[config.mk]
export PLATFORM = sky130hd
export DESIGN_NAME = frame_burst_sched
export DESIGN_NICKNAME = d
export VERILOG_FILES = /design/src/rtl/frame_burst_sched.sv
export SDC_FILE = /design/constraint.sdc
export NUM_CORES = 1
export LEC_CHECK = 0
export ABC_CLOCK_PERIOD_IN_PS = 3500
export CAP_MARGIN = 20
export CORE_ASPECT_RATIO = 0.6
export CORE_MARGIN = 5
export CORE_UTILIZATION = 51
export CTS_BUF_LIST = sky130_fd_sc_hd__clkbuf_2 sky130_fd_sc_hd__clkbuf_4 sky130_fd_sc_hd__clkbuf_8
export CTS_CLUSTER_SIZE = 12
export DETAILED_ROUTE_END_ITERATION = 10
export PLACE_DENSITY = 0.88
export SLEW_MARGIN = 20
export SYNTH_ARGS = -nofsm -noshare
export SYNTH_HDL_FRONTEND = slang
export SYNTH_SLANG_ARGS = --single-unit
[constraint.sdc]
create_clock -name clk_i -period 3.5 [get_ports clk_i]
set_input_delay 0.525 -clock clk_i [delete_from_list [all_inputs] [get_ports clk_i]]
set_output_delay 0.525 -clock clk_i [all_outputs]
set_load 0.1 [all_outputs]
[src/rtl/frame_burst_sched.sv]
// rtl/frame_burst_sched.sv - round-robin write/read burst scheduler for a frame buffer
module frame_burst_sched #(
  parameter int BURST_LEN   = 16,
  parameter int AW          = 28,
  parameter int FRAME_WORDS = 2073600
) (
  input  logic          clk_i,
  input  logic          rst_ni,
  input  logic          wfifo_val_i,
  input  logic [23:0]   wfifo_data_i,
  output logic          wfifo_incr_o,
  input  logic          rfifo_rdy_i,
  output logic [23:0]   rfifo_data_o,
  output logic          rfifo_incr_o,
  input  logic          wr_sof_i,
  input  logic          rd_sof_i,
  output logic          cmd_val_o,
  input  logic          cmd_rdy_i,
  output logic          cmd_we_o,
  output logic [AW-1:0] cmd_addr_o,
  output logic [23:0]   mem_wdata_o,
  input  logic          mem_wrdy_i,
  input  logic [23:0]   mem_rdata_i,
  input  logic          mem_rval_i,
  output logic          err_o
);

  localparam int CW = $clog2(BURST_LEN) + 1;
  localparam logic [AW-1:0] BURST_STEP = AW'(BURST_LEN);
  localparam logic [AW-1:0] LAST_BURST = AW'(FRAME_WORDS - BURST_LEN);
  localparam logic [CW-1:0] LAST_BEAT  = CW'(BURST_LEN - 1);

  typedef enum logic [2:0] {IDLE, WR_CMD, WR_DATA, RD_CMD, RD_DATA} state_t;

  state_t        state_q, state_d;
  logic [AW-1:0] wr_addr_q, rd_addr_q;
  logic [CW-1:0] beat_q;
  logic          rd_next_q, wr_sof_q, rd_sof_q, err_q;
  logic          grant_wr, grant_rd, beat, last_beat;

  function automatic logic [AW-1:0] advance(input logic [AW-1:0] a);
    return (a == LAST_BURST) ? '0 : a + BURST_STEP;
  endfunction

  // Outputs are gated by rst_ni so nothing is issued or moved while reset is held.
  always_comb begin
    state_d      = state_q;
    grant_wr     = 1'b0;
    grant_rd     = 1'b0;
    beat         = 1'b0;
    cmd_val_o    = 1'b0;
    cmd_we_o     = 1'b0;
    cmd_addr_o   = wr_addr_q;
    wfifo_incr_o = 1'b0;
    rfifo_incr_o = 1'b0;
    mem_wdata_o  = wfifo_data_i;
    rfifo_data_o = mem_rdata_i;
    case (state_q)
      IDLE: begin
        if (wfifo_val_i && rfifo_rdy_i) begin
          grant_rd = rd_next_q;
          grant_wr = !rd_next_q;
        end else begin
          grant_wr = wfifo_val_i;
          grant_rd = rfifo_rdy_i;
        end
        if (grant_wr)      state_d = WR_CMD;
        else if (grant_rd) state_d = RD_CMD;
      end
      WR_CMD: begin
        cmd_val_o  = rst_ni;
        cmd_we_o   = 1'b1;
        cmd_addr_o = wr_addr_q;
        if (cmd_rdy_i) state_d = WR_DATA;
      end
      WR_DATA: begin
        wfifo_incr_o = rst_ni & mem_wrdy_i;
        beat         = mem_wrdy_i;
        if (beat && beat_q == LAST_BEAT) state_d = IDLE;
      end
      RD_CMD: begin
        cmd_val_o  = rst_ni;
        cmd_we_o   = 1'b0;
        cmd_addr_o = rd_addr_q;
        if (cmd_rdy_i) state_d = RD_DATA;
      end
      RD_DATA: begin
        rfifo_incr_o = rst_ni & mem_rval_i;
        beat         = mem_rval_i;
        if (beat && beat_q == LAST_BEAT) state_d = IDLE;
      end
      default: state_d = IDLE;
    endcase
    last_beat = beat && (beat_q == LAST_BEAT);
  end

  always_ff @(posedge clk_i) begin
    if (!rst_ni) state_q <= IDLE;
    else         state_q <= state_d;
  end

  always_ff @(posedge clk_i) begin
    if (!rst_ni) begin
      wr_addr_q <= '0;
      rd_addr_q <= '0;
      beat_q    <= '0;
      rd_next_q <= 1'b1;
      wr_sof_q  <= 1'b0;
      rd_sof_q  <= 1'b0;
      err_q     <= 1'b0;
    end else begin
      if (grant_rd)      rd_next_q <= 1'b0;
      else if (grant_wr) rd_next_q <= 1'b1;

      if ((state_q == WR_CMD || state_q == RD_CMD) && cmd_rdy_i) beat_q <= '0;
      else if (beat)                                             beat_q <= beat_q + CW'(1);

      if (mem_rval_i && state_q != RD_DATA) err_q <= 1'b1;

      // A pending frame start restarts the region; at burst end it beats the advance.
      if (state_q == IDLE && (wr_sof_q || wr_sof_i)) begin
        wr_addr_q <= '0;
        wr_sof_q  <= 1'b0;
      end else begin
        if (wr_sof_i) wr_sof_q <= 1'b1;
        if (state_q == WR_DATA && last_beat)
          wr_addr_q <= (wr_sof_q || wr_sof_i) ? '0 : advance(wr_addr_q);
      end

      if (state_q == IDLE && (rd_sof_q || rd_sof_i)) begin
        rd_addr_q <= '0;
        rd_sof_q  <= 1'b0;
      end else begin
        if (rd_sof_i) rd_sof_q <= 1'b1;
        if (state_q == RD_DATA && last_beat)
          rd_addr_q <= (rd_sof_q || rd_sof_i) ? '0 : advance(rd_addr_q);
      end
    end
  end

  assign err_o = err_q;

endmodule

Yosys cells after proc, flatten, opt, wreduce, memory -nomap -nowiden
Index checks and enable logic that the tools add are counted.
Word-level totals
  output and inout bits: 81
  flip-flop bits (word level): 68
  logic and storage cells: 73
  bits of input ports: 57
Cells by class
  reductions and logical operators: 21
  bitwise gates (word level): 3
  equality and inequality tests: 13
  mux-type cells: 25
  add/subtract/negate cells: 3
Operators by type and width (count)
  $mux 28: 5
  $add 28x5->28 const B: 2
  $eq 28x21->1 const B: 2
  $mux 3: 6
  $pmux 3 s5: 1
  $mux 1: 12
  $logic_and 1x1->1: 10
  $ne 2x2->1 const B: 4
  $reduce_or 2->1: 4
  $eq 3x2->1 const B: 2
  $ne 3x3->1 const B: 2
  $add 5x1->5 const B: 1
  $eq 5x4->1 const B: 1
  $reduce_and 5->1: 1
  $eq 3x1->1 const B: 1
  $eq 3x3->1 const B: 1
  $logic_not 3->1: 1
  $logic_or 1x1->1: 3
  $and 1x1->1: 2
  $pmux 1 s2: 1
  $reduce_bool 2->1: 1
  $logic_not 1->1: 1
  $not 1->1: 1

Depth between registers and ports, before layout
Gate-level depths: netlist (run 1).
  depth after elaboration: 6
  depth in mapped cells: 8
  depth with buffers taken out: 7

Worst setup path after synthesis (run 1)
No wires, ideal clock.
  path type: input port to output port
  start: in rst_ni
  end: out rfifo_incr_o
  path slack: 1.130 ns
  data arrival time: 1.845 ns
  stages on the path: 3
  required time: 2.975 ns
  buffers on the path: 2
  cell sequence: clkbuf_1 > clkbuf_1 > and3_1
On the way
  longest elaborated chain between the ends: 2
Ends and longest elaborated chain
  start: declaration: RTL line 8  | input logic rst_ni,
  $and 1x1->1: RTL line 88  | rfifo_incr_o = rst_ni & mem_rval_i;
  $mux 1: RTL line 58  | case (state_q)
  end: declaration: RTL line 14  | output logic rfifo_incr_o,
Every way passes these cells.

Worst setup path after layout (run 1)
  start: reg state_q[0]
  end: out cmd_addr_o[16]
On the way
  longest elaborated chain between the ends: 2
Ends and longest elaborated chain
  start: declaration: RTL line 35  | state_t state_q, state_d;
  start signal: assignment: RTL line 99  | else state_q <= state_d;
  $eq 3x2->1: RTL line 58
  $mux 28: RTL line 58
  end: declaration: RTL line 20  | output logic [AW-1:0] cmd_addr_o,
Every way passes these cells.

==> flow_metrics.py, run 1 <==
metrics = {
    "run_status": {
        "status": "completed",
    },
    "route": {
        "ant_nets": 0,
        "dr.pass1.iters": 5,
        "drtIter0Drc": 397,
        "vias_per_cell": 6.35,
        "routed_wl_mm": 10.3,
        "route.detailed.wl_per_inst_um": 17.0,
        "route.detailed.drc": 0,
        "vias": 3859,
    },
    "floorplan": {
        "initial_utilization_pct": 51.9,
        "die_w_um": 125,
        "die_area_mm2": 0.00990,
        "core_area_mm2": 0.00782,
        "rows": 25,
        "die_height_um": 79.1,
        "top_level_ports": 138,
    },
    "logic_synthesis": {
        "synth.top_cell.area_share_pct": 29.6,
        "synth_compound_area_share_pct": 14.6,
        "synth_xor_area_share_pct": 1.73,
        "synth_top_family_by_area": "simple AND/OR/NAND/NOR gates",
        "ys.warnings.count": 0,
        "syn_area_mm2": 0.00406,
        "synth_area_leaders": "dfxtp_1, buf_4, mux2_2, nand2_1, nand3_1",
        "synthDistinctLibCells": 50,
        "yosysSeqAreaShare_pct": 29.6,
        "muxShareOfSynthArea_pct": 7.40,
        "synth_edf_count": 0,
        "yosys.area.top_type": "dfxtp_1",
        "synth_simple_gate_area_share_pct": 32.4,
        "synthFlopType": "dfxtp_1",
        "yosys.area_share.adder_pct": 1.23,
        "synth-seq-cells": 60,
        "synth.avg_cell_area_um2": 7.82,
        "syn_inst": 519,
        "async_reset_ff_share_pct": 0,
    },
    "global_routing": {
        "grt_pass1_wl_mm": 17.0,
        "grt_use_total_pct": 21.1,
        "grt_util_met2_pct": 30.4,
        "grt_pass1_vias": 3371,
        "busiest_layer": "met2",
        "antenna_found_initial": 0,
        "grt_max_degree": 31,
        "overflow": 0,
        "use_met3_pct": 7.93,
        "grtUsageMet1_pct": 29.8,
    },
    "timing": {
        "max_freq_ghz": 0.379,
        "hold_viol_final": 0,
        "holdWs_ns": 0.465,
        "timing.final.crit_share_pct": 75.5,
        "final.min_clock_period_ns": 2.64,
        "grt_setup_unrepaired": "false",
        "setup_viol_count_final": 0,
        "worstMarginPinSlew_ns": 0.965,
        "tns_ns": 0,
        "relSlewSlack_pct": 35.5,
        "slew_violations": 0,
        "skew_ns": 0.00564,
    },
    "power": {
        "power_density_mw_per_mm2": 366,
        "power_uw": 1550,
        "p_leak_uw": 0.00148,
        "ir_drop_v": 0.000193,
    },
    "cts": {
        "clkTransAtPathRegs_ns": 0.07,
        "cts.sinks": 60,
        "clk_path_buf_depth": 2,
        "insertion_delay_ns": 0.34,
        "post_cts_resized": 0,
        "cts_root_buf": "clkbuf_8",
        "htreeDepth": 3,
        "cts_hold_buffers": 0,
        "cts_setup_buffers": 0,
        "cts_tree": "built",
        "numCtsBuffers": 9,
    },
    "cells_and_area": {
        "final_cell_mix": "dfxtp_1, nand2_1, buf_4",
        "mostFrequentLayoutCell": "dfxtp_1",
        "multi_input_area_mm2": 0.00234,
        "layout-drive-gt1-share_pct": 18.2,
        "area_delta_synth_final_pct": 4.53,
        "nNetsFinal": 557,
        "num_antenna_cells": 0,
        "n_fill_cell": 727,
        "regArea_mm2": 0.00120,
        "fin_area_mm2": 0.00424,
    },
    "run": {
        "cap_violations": 0,
    },
    "critical_path": {
        "critPathKind": "reg2out",
        "crit_arrival_ns": 2.12,
        "reg2reg_slack_ns": 0.98,
        "critPathCaptureType": "output port",
        "critPathMaxFanout": 24,
        "cp-start-kind": "flop",
        "cp.required_ns": 2.97,
    },
    "placement": {
        "dpl_cell_area_mm2": 0.00407,
        "numPortBuffers": 37,
        "gp_congestion": 0.872,
        "dpl.hpwl_mm": 7.51,
    },
    "worst_hold_path": {
        "hold_path.class": "reg2reg",
    },
}
-- worst max-delay path: stages (launching register included) --
cell and delay [ns]:
dfxtp_1 0.50, nor2b_1 0.34, nand2_1 0.09, buf_4 0.24, mux2_2 0.29, buf_4 0.29
-- cells in the mapped netlist, drive strengths merged (2+ instances only) --
library cell  count
nor4b             3
or2               8
a31o              3
or3               5
a22o              3
a21o              3
and3             13
nor4             11
nand2            55
and2              7
nand2b            4
and4              8
xnor2             5
nor3             14
dfxtp            60
ha                4
nand3            34
clkbuf           27
xor2              3
a31oi            25
o2111ai           2
o21a              3
nor3b             2
o211ai            8
nand4b            2
buf              57
nand3b            8
a32oi             3
mux2             24
o21ai            12
a211oi            2
nor2             30
a41oi             2
nand4            15
inv               3
or4              13
mux2i             3
a21oi            24
nor2b             5
-- layer usage --
layer / part of all wire (%) / routed length, µm
met1: 47 / 4890
met4: 0.59 / 61
met5: 0 / 0
met3: 9.7 / 998
met2: 42 / 4370
-- state kept, by name (all words and copies together), names as in the netlist --
name	cells
rd_addr_q	24
wr_addr_q	24
beat_q	5
state_q	3
err_o	1
rd_next_q	1
rd_sof_q	1
wr_sof_q	1
-- layout make-up --
class | instances | share of cell area [%]
inverters | 3 | 0.265
repair buffers | 47 | 8.85
clock buffers | 13 | 3.92
clock inverters | 2 | 0.236
flip-flops and latches | 60 | 28.3
multi-input cells | 375 | 55.2
well taps | 108 | 3.18
-- per-stage QoR --
step	setup WS, ns	instances	utilization [%]
3_5_place_dp	0.769	593	52.0
5_1_grt	0.737	608	54.3
3_3_place_gp	0.849	593	52.0
6_report	0.859	608	54.3
2_1_floorplan	1.13	522	-
4_1_cts	0.851	608	54.3
-- cell families after synthesis --
group / Yosys count
xor gates and xnor gates: 8
buffers and inverters: 87
adders and majority gates: 4
AOI/OAI and AO/OA: 93
and+or+nand+nor: 239
muxes: 27
other: 1
DFF: 60
-- report_power, final --
part	internal [µW]	total (µW)	switching, µW	leakage, µW
combinational	84.5	269	185	0.000899
clock	305	567	262	0.0000961
sequential	698	716	18.5	0.000485
-- path summary, 6_finish.rpt --
| path | startpoint | cells after the start | to |
|---|---|---|---|
| setup reg to reg | beat_q[0]$_SDFFE_PP0P_ | 8 | wr_addr_q[19]$_SDFFE_PP0P_ |
| setup / recovery | state_q[0]$_SDFFE_PN0P_ | 5 | cmd_addr_o[16] |
| hold reg to reg | err_o$_SDFFE_PN0P_ | 1 | err_o$_SDFFE_PN0P_ |
| hold / removal | err_o$_SDFFE_PN0P_ | 1 | err_o$_SDFFE_PN0P_ |
(Power assumes the default switching activity.)
==> run 2, diff against run 1 <==
Settings changed: ABC_CLOCK_PERIOD_IN_PS 3500 to 2680, CORE_UTILIZATION 51 to 48, PLACE_DENSITY 0.88 to 0.84.
Clock period 3.5 ns to 2.68 ns, I/O delays scaled along.
==> flow_metrics.py, run 2 (synthesis results as in run 1) <==
metrics = {
    "critical_path": {
        "crit_arrival_ns": 2.10,
        "r2r-start": "wr_addr_q[4]$_SDFFE_PP0P_",
        "worst_r2r_endpoint": "wr_addr_q[22]$_SDFFE_PP0P_",
        "cp-startpoint": "state_q[0]$_SDFFE_PN0P_",
        "crit_chain": "nor2b_1 -> nand2_1 -> buf_4 -> mux2_2 -> buf_12",
        "critPathKind": "reg2out",
        "crit_slowest_cell": "dfxtp_1",
        "ff2ff_path_depth": 6,
        "cp.required_ns": 2.28,
        "critPathMaxFanout": 24,
        "crit_end": "cmd_addr_o[10]",
        "cp-start-kind": "flop",
        "critPathCaptureType": "output port",
        "crit_path_max_incr_delay_ns": 0.51,
        "reg2reg_slack_ns": 0.34,
    },
    "power": {
        "pwr-share-clk_pct": 36.4,
        "p_leak_uw": 0.00158,
        "intPower_uw": 1430,
        "power_density_mw_per_mm2": 442,
        "p_comb_share_pct": 17.8,
        "netSwitchingFraction_pct": 30.0,
        "seqPwrFrac_pct": 45.8,
        "ir_drop_v": 0.000273,
        "p_switching_uw": 614,
    },
    "route": {
        "drt-met1-wl_mm": 4.85,
        "route.detailed.wl_per_inst_um": 17.6,
        "vias_per_cell": 6.27,
        "vias": 3870,
        "met2_length_mm": 4.67,
        "route.detailed.drc": 0,
        "routed_wl_mm": 10.9,
        "wl_met3_mm": 1.25,
        "top_layer": "met4",
        "dr.pass1.iters": 5,
        "drtIter0Drc": 455,
        "ant_nets": 0,
    },
    "timing": {
        "holdWs_ns": 0.471,
        "relSlewSlack_pct": 59.3,
        "grt_setup_unrepaired": "false",
        "setup_viol_count_final": 0,
        "final.min_clock_period_ns": 2.50,
        "hold_viol_final": 0,
        "tns_ns": 0,
        "max_freq_ghz": 0.400,
        "timing.final.crit_share_pct": 93.3,
        "skew_ns": 0.00807,
        "worstMarginPinSlew_ns": 0.604,
        "slew_violations": 0,
    },
    "cts": {
        "insertion_delay_ns": 0.35,
        "cts_hold_buffers": 0,
        "htreeDepth": 3,
        "numCtsBuffers": 9,
        "cts.sinks": 60,
        "clk_path_buf_depth": 2,
        "post_cts_resized": 0,
        "cts_root_buf": "clkbuf_8",
        "cts_tree": "built",
        "clkTransAtPathRegs_ns": 0.07,
        "cts_setup_buffers": 0,
    },
    "placement": {
        "gp_congestion": 0.889,
        "dpl.hpwl_mm": 7.86,
        "numPortBuffers": 37,
    },
    "cells_and_area": {
        "area_delta_synth_final_pct": 13.8,
        "final_cell_mix": "dfxtp_1, nand2_1, nand3_1",
        "top_regs": "rd_addr_q (24), wr_addr_q (24), beat_q (5)",
        "nNetsFinal": 562,
        "mostFrequentLayoutCell": "dfxtp_1",
        "layout-drive-gt1-share_pct": 19.2,
        "num_antenna_cells": 0,
    },
    "floorplan": {
        "die_height_um": 81.2,
        "initial_utilization_pct": 48.5,
        "top_level_ports": 138,
        "rows": 26,
        "core_area_mm2": 0.00836,
        "die_w_um": 129,
        "die_area_mm2": 0.0105,
    },
    "global_routing": {
        "grt_pass1_vias": 3548,
        "grt_use_total_pct": 21.6,
        "antenna_found_initial": 0,
        "grt_pass1_wl_mm": 17.9,
        "grt_max_degree": 34,
        "overflow": 0,
    },
    "worst_hold_path": {
        "hold_path.class": "reg2reg",
    },
    "run": {
        "cap_violations": 0,
    },
    "run_status": {
        "status": "completed",
    },
}
[run 2: cell types whose count changed in the layout (fill, tap and decap cells not counted)]
cell,delta
buf_12,+27
clkdlybuf4s50_1,-1
buf_4,-21
[run 2: per-layer routing]
layer / vias to the layer above / global-route usage (%)
met1: 1820 / 29.8
li1: 1820 / -
met5: - / 0
met2: 215 / 30.5
met3: 15 / 9.46
met4: 0 / 5.97
[run 2: final cells by class]
class	count	area, µm²
clock buffer	13	166
clock inverter	2	10.0
fill	770	3740
inverter	3	11.3
multi-input combinational	375	2340
sequential	60	1200
tap	112	140
timing repair buffer	52	748
[run 2: worst min path at each step]
stage	start	end	slack (ns)	cells after the start
6_report	err_o$_SDFFE_PN0P_	err_o$_SDFFE_PN0P_	0.47	1
5_1_grt	err_o$_SDFFE_PN0P_	err_o$_SDFFE_PN0P_	0.51	1
4_1_cts	err_o$_SDFFE_PN0P_	err_o$_SDFFE_PN0P_	0.47	1
3_5_place_dp	err_o$_SDFFE_PN0P_	err_o$_SDFFE_PN0P_	0.46	1
3_3_place_gp	err_o$_SDFFE_PN0P_	err_o$_SDFFE_PN0P_	0.45	1
2_1_floorplan	rd_sof_q$_SDFFE_PP0P_	rd_sof_q$_SDFFE_PP0P_	0.46	2
[run 2: metrics by stage]
step	worst slack [ns]	area, µm²	instances	util [%]	total power, µW
after floorplan	0.445	4070	522	-	1560
after global routing	0.0449	4620	617	55.3	2150
after global placement	0.461	4440	602	53.2	1300
after CTS	0.174	4620	617	55.3	2060
after detailed placement	0.394	4440	602	53.2	1310
final	0.180	4620	617	55.3	2040
[run 2: worst max-delay path, delay by kind of cell (launching register included)]
family	cells	cell delay (ns)
buffers and inverters	2	0.43
flip-flops	1	0.51
multiplexers	1	0.35
AND/OR/NAND/NOR	2	0.45
[run 2: power by group through the flow]
stage | Sequential [µW] | Clock (µW) | Combinational [µW]
2_1_floorplan | 946 | 0 | 613
5_1_grt | 938 | 820 | 388
3_3_place_gp | 953 | 0 | 350
3_5_place_dp | 955 | 0 | 357
4_1_cts | 935 | 764 | 359
6_report | 935 | 743 | 363
